File: src/rtl/ring_phase_sequencer.sv
// One-hot ring sequencer producing N mutually exclusive phase enables, with
// step/direction control, one-shot halt/restart, load/clear and self-recovery.
module ring_phase_sequencer #(
   parameter int N     = 9,
   parameter int IDX_W = 4,
   parameter int START = 0
) (
   input  logic             clk,
   input  logic             reset,
   input  logic             en,
   input  logic             dir,
   input  logic             oneshot,
   input  logic             start,
   input  logic             sync_clr,
   input  logic             load,
   input  logic [IDX_W-1:0] load_idx,
   output logic [N-1:0]     phase,
   output logic [N-1:0]     strb,
   output logic [IDX_W-1:0] idx,
   output logic             wrap,
   output logic             done,
   output logic             err
);

   typedef enum logic {RUN = 1'b0, HALT = 1'b1} run_t;

   logic [N-1:0] phase_p0;
   run_t         run_p0;
   logic         wrap_p0;
   logic         err_p0;

   function automatic logic [N-1:0] onehot(input int unsigned i);
      logic [N-1:0] r;
      r = '0;
      r[i] = 1'b1;
      return r;
   endfunction

   function automatic logic is_onehot(input logic [N-1:0] v);
      int c;
      c = 0;
      for (int i = 0; i < N; i++) c += int'(v[i]);
      return (c == 1);
   endfunction

   // Lowest set bit wins, so scan from the top down and let lower bits overwrite.
   function automatic logic [IDX_W-1:0] low_idx(input logic [N-1:0] v);
      logic [IDX_W-1:0] r;
      r = '0;
      for (int i = N - 1; i >= 0; i--)
         if (v[i]) r = IDX_W'(i);
      return r;
   endfunction

   // Stage p0: single register stage holding the ring, run state and flags.
   always_ff @(posedge clk or posedge reset) begin
      if (reset) begin
         phase_p0 <= onehot(START);
         run_p0   <= RUN;
         wrap_p0  <= 1'b0;
         err_p0   <= 1'b0;
      end else begin
         wrap_p0 <= 1'b0;
         if (sync_clr) begin
            phase_p0 <= onehot(START);
            run_p0   <= RUN;
            err_p0   <= 1'b0;
         end else if (load) begin
            if (int'(load_idx) < N) phase_p0 <= onehot(int'(load_idx));
            else                    err_p0   <= 1'b1;
         end else if (!is_onehot(phase_p0)) begin
            phase_p0 <= onehot(START);
            err_p0   <= 1'b1;
         end else if (start && run_p0 == HALT) begin
            run_p0 <= RUN;
         end else if (en && run_p0 == RUN) begin
            if (!dir) begin
               phase_p0 <= {phase_p0[N-2:0], phase_p0[N-1]};
               wrap_p0  <= phase_p0[N-1];
               if (oneshot && phase_p0[N-2]) run_p0 <= HALT;
            end else begin
               phase_p0 <= {phase_p0[0], phase_p0[N-1:1]};
               wrap_p0  <= phase_p0[0];
               if (oneshot && phase_p0[1]) run_p0 <= HALT;
            end
         end
      end
   end

   assign phase = phase_p0;
   assign strb  = phase_p0 & {N{clk}};
   assign idx   = low_idx(phase_p0);
   assign wrap  = wrap_p0;
   assign done  = (run_p0 == HALT);
   assign err   = err_p0;

endmodule

File: config.mk
export PLATFORM = sky130hd
export DESIGN_NAME = ring_phase_sequencer
export DESIGN_NICKNAME = d
export VERILOG_FILES = /design/src/rtl/ring_phase_sequencer.sv
export SDC_FILE = /design/constraint.sdc
export NUM_CORES = 1
export LEC_CHECK = 0
export BUFFER_PORTS_ARGS = -buffer_cell sky130_fd_sc_hd__buf_2
export CAP_MARGIN = 20
export CORE_ASPECT_RATIO = 0.6
export CORE_UTILIZATION = 50
export CTS_CLUSTER_SIZE = 14
export DETAILED_ROUTE_END_ITERATION = 12
export MAX_ROUTING_LAYER = met4
export PLACE_DENSITY = 0.79
export SLEW_MARGIN = 20
export SYNTH_ARGS = -nofsm -noshare
export SYNTH_HDL_FRONTEND = slang
export SYNTH_SLANG_ARGS = --single-unit
File: constraint.sdc
create_clock -name clk -period 10.5 [get_ports clk]
set_input_delay 0 -clock clk [delete_from_list [all_inputs] [get_ports clk]]
set_output_delay 0 -clock clk [all_outputs]
set_load 0.005 [all_outputs]
[After elaboration in Yosys (flattened, before gate mapping)]
Index checks and enable logic that the tools add are counted.
Storage, ports and cells
  bits in registers: 12
  word-level logic and storage cells: 72
Operators by class
  equal/unequal tests: 8
  bitwise logic cells: 2
  add/subtract/negate cells: 8
  order comparisons: 3
  reduce and logical (&&, ||, !) cells: 11
  multiplexer cells: 36
Operator list (count)
  two-way mux 9 bit: 7
  two-way mux 4 bit: 9
  two-way mux 1 bit: 19
  adder 8 x 1 -> 9 bit: 1
  AND 9 bit: 1
  == test 9 x 1 -> 1 bit, second input constant: 1
  adder 7 x 1 -> 8 bit: 1
  adder 6 x 1 -> 7 bit: 1
  adder 5 x 1 -> 6 bit: 1
  inequality test 3 bit, second input constant: 2
  adder 4 x 1 -> 5 bit: 1
  logical AND 1 bit: 5
  < comparator 4 x 5 -> 1 bit, second input constant: 1
  AND reduction 5 bit: 1
  adder 3 x 1 -> 4 bit: 1
  demux 1 bit (select 4 bit): 1
  >= comparator 4 x 1 -> 1 bit, second input constant: 1
  < comparator 4 bit, second input constant: 1
  inequality test 4 x 1 -> 1 bit, second input constant: 1
  inequality test 4 x 3 -> 1 bit, second input constant: 1
  inequality test 4 bit, second input constant: 1
  nonzero test 4 bit: 1
  adder 2 x 1 -> 3 bit: 1
  inequality test 3 x 2 -> 1 bit, second input constant: 1
  7 further kinds: 7

[Depth between registers and ports, before layout]
  word-level depth: 12
  depth in mapped cells: 13

==> impl_metrics.csv <==
group,metric,value,unit
pwr,cell_internal_pwr,158,µW
sta,hold_viol_final,0,
synth,synth-edff-count,0,
pwr,total_power,249,µW
synth,synth_async_sr_flop_share,100,%
sta,setup-violations-final,0,
grt,grt_first_pass_wirelength,5.02,mm
synth,synth.largest_area_cell,"sky130_fd_sc_hd__dfrtp_1",
die,floorplan.initialDensity,53.0,%
critical_path,ff_to_ff_start,"phase[0]$_DFFE_PP1P_",
critical_path,critical_path_arrival,5.77,ns
drt,routed_wl,3.13,mm
critical_path,startpoint_type,"clock port",
die,die_h,39.1,µm
layout,finish.net_count,188,
place,dpl-instance-area,0.00133,mm²
pwr,clkPwrFrac,45.5,%
place,count_of_buffers_inserted_at_the_top_level_ports,36,
die,fp.coreArea,0.00216,mm²
worst_hold_path,min-delay-path-class,"input pin to flop",
die,fp.dieArea,0.00250,mm²
synth,share_of_synthesized_area_occupied_by_flip_flops_and_latches,26.3,%
layout,fillCellCount,182,
pwr,vdd.ir_drop.worst,68.5,µV
drt,residual_drc_count,0,
grt,groute.usage.overall,30.2,%
drt,route.detailed.vias_per_inst,5.70,
synth,synth_area_per_cell,9.11,µm²
critical_path,type_of_the_worst_setup_path,"clock port to primary output",
sta,worst_pin_slew,0.670,ns
synth,netlist.area_leader.share,24.0,%
synth,postSynth.topFlopCell,"sky130_fd_sc_hd__dfrtp_1",
grt,overflow,0,
place,gpl.final_weighted_congestion,0.881,
drt,avgRoutedWirePerCell,15.7,µm
layout,area_of_the_multi_input_gates,752,µm²
layout,insertedDiodeCount,0,
synth,yosys_warnings,0,
synth,synth_seq_cells,12,
layout,layout.area.seq,302,µm²
worst_hold_path,hold_path_end,"err$_DFFE_PP0P_",
critical_path,worstPathRequired,10.50,ns
die,floorplan.rows,13,
synth,yosysMostFrequentCell,"sky130_fd_sc_hd__inv_1",
pwr,static-leakage-power,0.000770,µW
synth,synth.area.top_cells,"sky130_fd_sc_hd__dfrtp_1 (24%), sky130_fd_sc_hd__mux2i_1 (10%), sky130_fd_sc_hd__fa_1 (8.7%), sky130_fd_sc_hd__inv_1 (5.9%), sky130_fd_sc_hd__and2_1 (4.9%)",
worst_hold_path,worstHoldStart,"load_idx[3]",
status,outcome,"finished clean",
synth,syn_nets,145,
clocking,worst_skew_late_latency,0.36,ns
sta,drv_slew,0,
flow_run,max_cap_viol_count,0,
synth,synthesis.area,0.00115,mm²
clocking,clk_transition_reported_paths,0.06,ns
pwr,pwr_density_cell,169,mW/mm²
critical_path,worstPathMaxFanout,5,
pwr,share_seq_of_total_power,23.4,%
synth,synth.distinct_cells,39,
sta,final.setup.tns,0,ns
pwr,comb_power_share,31.1,%
place,detailed_place_hpwl,2.29,mm
grt,grt_antenna_before_repair,0,
layout,synthToLayoutAreaGrowth,28.4,%
worst_hold_path,whs_path_depth,3,
drt,via_count,1134,
die,io_pins,37,
clocking,cts_tree,"yes",
drt,detail_route.first_pass.iterations,4,
layout,drive_above_1_share,32.0,%
grt,first_global_vias,1079,
synth,synthesized_instance_count,126,
critical_path,r2r_slack,5.94,ns
die,die_width,63.8,µm
sta,rsz0062_at_grt,"false",
critical_path,critical_path.endpoint_type,"primary output",
sta,final_setup_skew,0.00687,ns
drt,drt_first_iter_violations,48,
synth,netlist_top_cells_count,"sky130_fd_sc_hd__inv_1 (18), sky130_fd_sc_hd__mux2i_1 (12), sky130_fd_sc_hd__nand2_1 (12)",
pwr,p_sw,91.1,µW
pwr,power_switching_share,36.6,%
layout,final_cell_area,0.00147,mm²
clocking,postCtsSetupBuffers,0,
drt,route.antenna.remaining_nets,0,
critical_path,reg2regPathDepth,11,
sta,maxSlewHeadroom,55.2,%
critical_path,reg2reg_to,"phase[2]$_DFFE_PP0P_",
grt,maximum_number_of_pins_on_one_net_before_global_route_repair,15,
==> per-layer routing <==
metal	up-vias	GRT usage, %	routed length (µm)
met5	-	-	0
met4	0	14.8	25
met3	4	13.2	295
met2	57	46.3	1420
met1	540	34.6	1380
li1	533	-	-
==> worst max path at each step <==
stage | startpoint | endpoint | slack [ns] | depth (start not counted)
2_1_floorplan | clk | strb[0] | 5.11 | 1
3_3_place_gp | clk | strb[0] | 5.01 | 2
3_5_place_dp | clk | strb[0] | 5.01 | 2
4_1_cts | clk | strb[6] | 4.73 | 4
5_1_grt | clk | strb[6] | 4.70 | 4
6_report | clk | strb[6] | 4.73 | 4
==> area by class of cell <==
type / instances / share of cell area, %
clock buffer: 18 / 10.8
multi-input combinational: 92 / 51.1
timing repair buffer: 29 / 10.5
inverter: 18 / 4.59
tap: 30 / 2.55
sequential: 12 / 20.5
==> cell usage in the layout, fill, tap and decap left out, types with 5 or more instances in the layout <==
master	netlist	layout
sky130_fd_sc_hd__buf_2	2	36
sky130_fd_sc_hd__inv_1	18	18
sky130_fd_sc_hd__nand2_1	12	12
sky130_fd_sc_hd__mux2i_1	12	12
sky130_fd_sc_hd__dfrtp_1	11	11
sky130_fd_sc_hd__and2_1	9	9
sky130_fd_sc_hd__clkbuf_8	0	8
sky130_fd_sc_hd__o31a_1	5	5
sky130_fd_sc_hd__nor3_1	5	5
sky130_fd_sc_hd__fa_1	5	5
==> worst max-delay path, cell delays in order <==
cell,delay (ns)
sky130_fd_sc_hd__clkbuf_8,0.12
sky130_fd_sc_hd__clkbuf_8,0.13
sky130_fd_sc_hd__and2_1,0.14
sky130_fd_sc_hd__buf_2,0.12
==> per-stage QoR <==
stage                     std cells  hold slack, ns  utilization (%)  setup WS [ns]
after floorplan                 126          -0.136                -           5.11
after global placement          188          0.0435             61.6           5.01
after detailed placement        188          0.0506             61.6           5.01
after CTS                       199         0.00726             67.8           4.73
after global routing            199          0.0387             68.1           4.70
final                           199          0.0149             68.1           4.73
==> registers in the layout (all words and copies together) (netlist names) <==
name	flops
phase	9
wrap	1
err	1
done	1
==> power groups by stage <==
stage	registers, µW	logic, µW	clock network (µW)
after floorplan	57.8	53.7	5.18
after global placement	58.2	71.7	9.63
after detailed placement	58.8	75.0	9.63
after CTS	58.0	76.7	116
after global routing	59.1	86.2	121
final	58.3	77.3	113
==> what timing repair did <==
action                    in CTS  in global routing
hold endpoints to repair      12                  0
hold buffers                   2                  0
gates resized for setup        0                  0
==> cells by family (layout without fill, tap and decap cells) <==
| family | Yosys count | count (layout) | share of synthesized area [%] |
|---|---|---|---|
| compound gates | 23 | 23 | 15.7 |
| fa+ha+maj | 7 | 7 | 10.9 |
| buf+inv | 22 | 65 | 8.72 |
| simple gates | 48 | 48 | 25.3 |
| mux | 14 | 14 | 13.1 |
| flops | 12 | 12 | 26.3 |
(Power assumes the default switching activity.)
